### src/rtl/pp_pkg.sv
// Shared types and default sizes for the modular shift preprocess block.
package pp_pkg;

    typedef enum logic {
        PP_IDLE,
        PP_RUN
    } pp_state_t;

    localparam int unsigned PP_WIDTH_DEF = 256;
    localparam int unsigned PP_KW_DEF    = 10;

endpackage

### src/rtl/mod_dbl_step.sv
// One modular doubling step: y = (2x >= n) ? 2x - n : 2x, assuming x < n.
module mod_dbl_step
    import pp_pkg::*;
#(
    parameter int unsigned WIDTH = PP_WIDTH_DEF
) (
    input  logic [WIDTH-1:0] x,
    input  logic [WIDTH-1:0] n,
    output logic [WIDTH-1:0] y
);

    logic [WIDTH:0] d;
    logic [WIDTH:0] n_ext;

    always_comb begin
        d     = {x, 1'b0};
        n_ext = {1'b0, n};
        // x < n keeps d < 2n, so a single conditional subtract lands below n
        y     = (d >= n_ext) ? WIDTH'(d - n_ext) : d[WIDTH-1:0];
    end

endmodule

### src/rtl/mod_shift_preprocess.sv
// T = (M * 2^K) mod N by K modular doublings; PP_RADIX4_EN chains two doublings per cycle.
module mod_shift_preprocess
    import pp_pkg::*;
#(
    parameter int unsigned WIDTH = PP_WIDTH_DEF,
    parameter int unsigned KW    = PP_KW_DEF
) (
    input  logic             clk,
    input  logic             reset,
    input  logic             start_i,
    input  logic [WIDTH-1:0] n_i,
    input  logic [WIDTH-1:0] m_i,
    input  logic [KW-1:0]    k_i,
    output logic             busy_o,
    output logic             done_o,
    output logic             err_o,
    output logic [WIDTH-1:0] t_o
);

    pp_state_t        state, state_nx;
    logic [WIDTH-1:0] n_q, n_nx;
    logic [WIDTH-1:0] temp, temp_nx;
    logic [WIDTH-1:0] t_nx;
    logic [KW-1:0]    cnt, cnt_nx;
    logic             err_nx;
    logic             done_nx;
    logic [WIDTH-1:0] step1;

    mod_dbl_step #(.WIDTH(WIDTH)) u_step1 (
        .x (temp),
        .n (n_q),
        .y (step1)
    );

`ifdef PP_RADIX4_EN
    logic [WIDTH-1:0] step2;

    mod_dbl_step #(.WIDTH(WIDTH)) u_step2 (
        .x (step1),
        .n (n_q),
        .y (step2)
    );
`endif

    assign busy_o = (state == PP_RUN);

    always_comb begin
        state_nx = state;
        n_nx     = n_q;
        temp_nx  = temp;
        cnt_nx   = cnt;
        t_nx     = t_o;
        err_nx   = err_o;
        done_nx  = 1'b0;
        case (state)
            PP_IDLE: begin
                if (start_i) begin
                    n_nx    = n_i;
                    temp_nx = m_i;
                    cnt_nx  = k_i;
                    err_nx  = 1'b0;
                    if ((n_i == '0) || (m_i >= n_i)) begin
                        err_nx  = 1'b1;
                        t_nx    = '0;
                        done_nx = 1'b1;
                    end else if (k_i == '0) begin
                        t_nx    = m_i;
                        done_nx = 1'b1;
                    end else begin
                        state_nx = PP_RUN;
                    end
                end
            end
            PP_RUN: begin
`ifdef PP_RADIX4_EN
                // an odd count leaves a single step for the final cycle
                if (cnt == KW'(1)) begin
                    temp_nx  = step1;
                    cnt_nx   = '0;
                    t_nx     = step1;
                    done_nx  = 1'b1;
                    state_nx = PP_IDLE;
                end else begin
                    temp_nx = step2;
                    cnt_nx  = cnt - KW'(2);
                    if (cnt == KW'(2)) begin
                        t_nx     = step2;
                        done_nx  = 1'b1;
                        state_nx = PP_IDLE;
                    end
                end
`else
                temp_nx = step1;
                cnt_nx  = cnt - KW'(1);
                if (cnt == KW'(1)) begin
                    t_nx     = step1;
                    done_nx  = 1'b1;
                    state_nx = PP_IDLE;
                end
`endif
            end
            default: state_nx = PP_IDLE;
        endcase
    end

    always_ff @(posedge clk or posedge reset) begin
        if (reset) begin
            state  <= PP_IDLE;
            n_q    <= '0;
            temp   <= '0;
            cnt    <= '0;
            t_o    <= '0;
            err_o  <= 1'b0;
            done_o <= 1'b0;
        end else begin
            state  <= state_nx;
            n_q    <= n_nx;
            temp   <= temp_nx;
            cnt    <= cnt_nx;
            t_o    <= t_nx;
            err_o  <= err_nx;
            done_o <= done_nx;
        end
    end

endmodule
### config.mk
export PLATFORM = sky130hd
export DESIGN_NAME = mod_shift_preprocess
export DESIGN_NICKNAME = d
export VERILOG_FILES = /design/src/rtl/pp_pkg.sv /design/src/rtl/mod_dbl_step.sv /design/src/rtl/mod_shift_preprocess.sv
export SDC_FILE = /design/constraint.sdc
export NUM_CORES = 2
export LEC_CHECK = 0
export BUFFER_PORTS_ARGS = -buffer_cell sky130_fd_sc_hd__buf_2
export CAP_MARGIN = 20
export CORE_AREA = 5 5 466 468
export CTS_CLUSTER_SIZE = 12
export DETAILED_ROUTE_END_ITERATION = 12
export DIE_AREA = 0 0 471 473
export PLACE_DENSITY = 0.58
export SYNTH_ARGS = -nofsm -noshare
export SYNTH_HDL_FRONTEND = slang
export SYNTH_SLANG_ARGS = --single-unit
### constraint.sdc
create_clock -name clk -period 51.8 [get_ports clk]
set_input_delay 2.59 -clock clk [delete_from_list [all_inputs] [get_ports clk]]
set_output_delay 2.59 -clock clk [all_outputs]
set_load 0.01 [all_outputs]
==> summary.md <==
| Metric | Value |
|---|---|
| Status | `finished, final reports clean` |
| Initial antenna violation count | `48` |
| # port buffers | `~780` |
| Clk buf depth | `3` |
| Fin. max-slew vios | `0` |
| Crit-path cells | `buf_2 > inv_1 > ha_1 > nand4_1 > nor3_1 > nand4_1 > or3_1 > or3_1 > a41o_1 > o311ai_1 > buf_4 > nand4_1 > a41oi_1 > o32ai_4 > clkinv_2 > buf_4 > buf_4 > mux2_2` |
| Rows | `170` |
| Final wirelength | `roughly 310000 um` |
| Yosys cell types | `around 110` |
| HP Start | `t_o[84]` |
| DRT Pass-1 Iters | `6` |
| Worst-Margin Slew | `1210 ps` |
| Total track usage | `27.0%` |
| Root Buffer | `clkbuf_16` |
| Crit path DAT | `8580 ps` |
| Period utilization | `around 15%` |
| HP Class | `register to register` |
| Final setup vio count | `0` |
| Worst path max stage delay | `about 760 ps` |
| RSZ-0062 raised after global routing | `no` |
| Post-DRT Antenna Nets | `0` |
| First-pass GRT wire length | `between 400000 and 500000 um` |
| Worst Setup Path Type | `input port to register` |
| Post-Syn Instances | `between 8000 and 9000` |
| Fmax achieved | `126 MHz` |
| Most used DFF post-synth | `dfrtp_1` |
| Drt first-iter violations | `~5800` |
| Async set-or-reset flop fraction in the synthesized netlist | `between 90% and 100%` |
| Hold_buf cts | `0` |
| MaxCap Viol Count | `0` |
| Routed WL per cell | `~27 um` |
| Vias in the first global route | `approximately 64000` |
| Dpl hpwl | `roughly 250000 um` |
| Hold path cells | `2` |
| Final Hold Fails | `0` |
| Post-cts sizing count | `0` |
| Post-synth EDFFs | `0` |
| Core Region | `213000 um2` |
| Setup crit start | `n_i[126]` |
| Avg Cell Area, Syn | `roughly 7.7 um2` |
| Largest net degree at the start of global routing | `183` |
| Synthesized area | `between 60000 and 70000 um2` |
| CTS H-tree depth | `3` |
| Reg-to-Reg Start | `temp[17]` |
| Clock sinks | `just under 800` |
| Area growth from synthesis to layout | `15.4%` |
| Setup_tns | `0 ps` |
| Chip height | `about 470 um` |
| Worst hold margin | `479 ps` |
| Number of buffers created by CTS | `98` |
| Setup Skew | `around 64 ps` |
| Gr ovfl total | `0` |
| Min Tclk post-route | `7960 ps` |
| Vias/cell | `between 5 and 6` |
| Reg2Reg Depth | `16` |
| Clk_lat worst skew | `a little under 800 ps` |
| Crit path launch type | `input port` |
| IO Count | `784` |
| Clk slew on worst S/H paths | `60 ps` |
| Die X | `471 um` |
| GPL Wtd Cong | `around 0.98` |
| Synth warn | `0` |
| Seq/Total Area, Yosys | `a little under a third` |
| CTS tree | `built` |
| Full die area | `223000 um2` |
| Drt drc | `0` |
| Slew HR | `about a fifth` |
| Layout cells sized above 1 | `around 13%` |
| R2R Setup Slk | `between 40000 and 50000 ps` |
| Layout Nets | `slightly below 10000` |
| Req. time, crit path | `approximately 52000 ps` |
| Routed via count | `65900` |
| Fill count | `approximately 23000` |
| Critical-path top delay cell | `buf_4` |
| CP endpoint kind | `register` |
| Post-Syn Nets | `just over 9000` |
| Synthesis-stage register bit count | `around 800` |
| Initial core utilization | `29.7%` |
| Post-CTS setup buffers | `0` |
| CP Max Fanout | `38` |
==> registers in the layout, summed over array words and instances, names as in the netlist <==
| signal | flops |
|---|---|
| temp | 256 |
| t_o | 256 |
| busy_o | 1 |
| cnt | 10 |
| done_o | 1 |
| err_o | 1 |
| n_q | 256 |
==> path summary, 6_finish.rpt <==
kind | end
worst min register to register | t_o[84]
max in group asynchronous | n_q[145]
min in group asynchronous | t_o[39]
worst max register to register | t_o[228]
worst max-delay path | t_o[196]
worst min-delay path | t_o[84]
==> stage by stage <==
stage,utilization (%),setup WS [ps],cell area [um2],instances
after detailed placement,32.7,43120,69800,11400
after CTS,34.3,43910,73100,11600
after floorplan,-,27280,63400,8220
after global placement,32.7,42870,69700,11400
after global routing,34.3,43760,73200,11600
final,34.3,43840,73200,11600
==> cells by family after synthesis <==
kind of cell / share of synthesized area (%)
simple gates: 17.5
xor+xnor: 3.44
flops: 30.8
fa+ha+maj: 10.2
compound gates: 27.1
buf+inv: 6.98
mux: 3.97
==> area by class of cell <==
| type | count | area (um2) | share of cell area [%] |
|---|---|---|---|
| repair buffers | 876 | 4720 | 6.45 |
| diodes | 27 | 67.6 | 0.0923 |
| flip-flops and latches | 781 | 19500 | 26.7 |
| inverters | 627 | 2360 | 3.23 |
| well taps | 2838 | 3550 | 4.85 |
| multi-input cells | 6309 | 39600 | 54.1 |
| clock inverters | 36 | 480 | 0.656 |
| clock buffers | 140 | 2870 | 3.92 |
==> cell usage in the layout (no fill, tap or decap), types with 20 or more instances in the layout <==
master     instances
diode_2           27
a22oi_1          160
nand4_1          257
o221ai_1          21
buf_2            783
a31oi_1           54
nor2b_1           57
nand2b_1          33
or2_2             20
a211oi_1          58
o21ai_0          630
buf_4             84
a21o_1           187
dfrtp_1          780
a21boi_0          27
xor2_1           100
nand2_1         1125
a2bb2oi_1         56
a21oi_1          811
nor3_1           107
nor2_1           537
o31ai_1           42
clkbuf_8          22
xnor2_1          149
inv_1            624
clkbuf_16        100
nor4_1           101
o211ai_1          66
mux2i_1          240
ha_1             514
nand3_1           79
a221oi_1          44
and4_1            24
o21a_1            52
o21ai_1          384
or3_1             22
o21bai_1         111
==> worst max-delay path, delay by kind of cell <==
family	cells	cell delay (ps)
AO/OA/AOI/OAI	4	1420
adder cells (fa/ha/maj)	1	290
buffers and inverters	6	1710
multiplexers	1	410
AND/OR/NAND/NOR	6	2120
==> cell usage after synthesis, drive strengths merged (7+ instances only) <==
cell | n | share of area (%)
nand2 | 1128 | 6.7
o21ai | 1016 | 8.0
a21oi | 813 | 6.4
dfrtp | 781 | 31
inv | 626 | 3.7
nor2 | 541 | 3.2
ha | 514 | 10
clkbuf | 359 | 2.1
nand4 | 258 | 2.6
mux2i | 240 | 3.8
a21o | 187 | 2.2
a22oi | 161 | 1.9
xnor2 | 149 | 2.1
buf | 144 | 1.1
nor4 | 114 | 1.2
o21bai | 112 | 1.3
nor3 | 110 | 0.88
xor2 | 100 | 1.4
nand3 | 79 | 0.62
o211ai | 67 | 0.80
a31oi | 59 | 0.62
a211oi | 58 | 0.69
nor2b | 58 | 0.57
a2bb2oi | 56 | 0.77
o21a | 52 | 0.62
a221oi | 45 | 0.63
o31ai | 45 | 0.57
nand2b | 33 | 0.33
a21boi | 30 | 0.36
or2 | 25 | 0.25
and4 | 24 | 0.33
or3 | 23 | 0.23
o221ai | 21 | 0.29
and3 | 17 | 0.18
and2 | 16 | 0.16
a211o | 14 | 0.19
a41oi | 12 | 0.18
o31a | 12 | 0.17
mux2 | 10 | 0.18
a221o | 9 | 0.14
a31o | 9 | 0.12
o41ai | 9 | 0.15
a32oi | 8 | 0.11
o311ai | 7 | 0.097
==> metal layers <==
layer | wire, um | vias to the layer above | GRT usage [%]
met3 | 22000 | 571 | 4.91
met4 | 17600 | 18 | 13.9
met5 | 92 | - | 0
li1 | - | 30400 | -
met1 | 133000 | 32200 | 35.1
met2 | 142000 | 2729 | 42.8
Power is not shown: default switching activity piles up to over one toggle a cycle in this logic, so the estimate is an artifact.
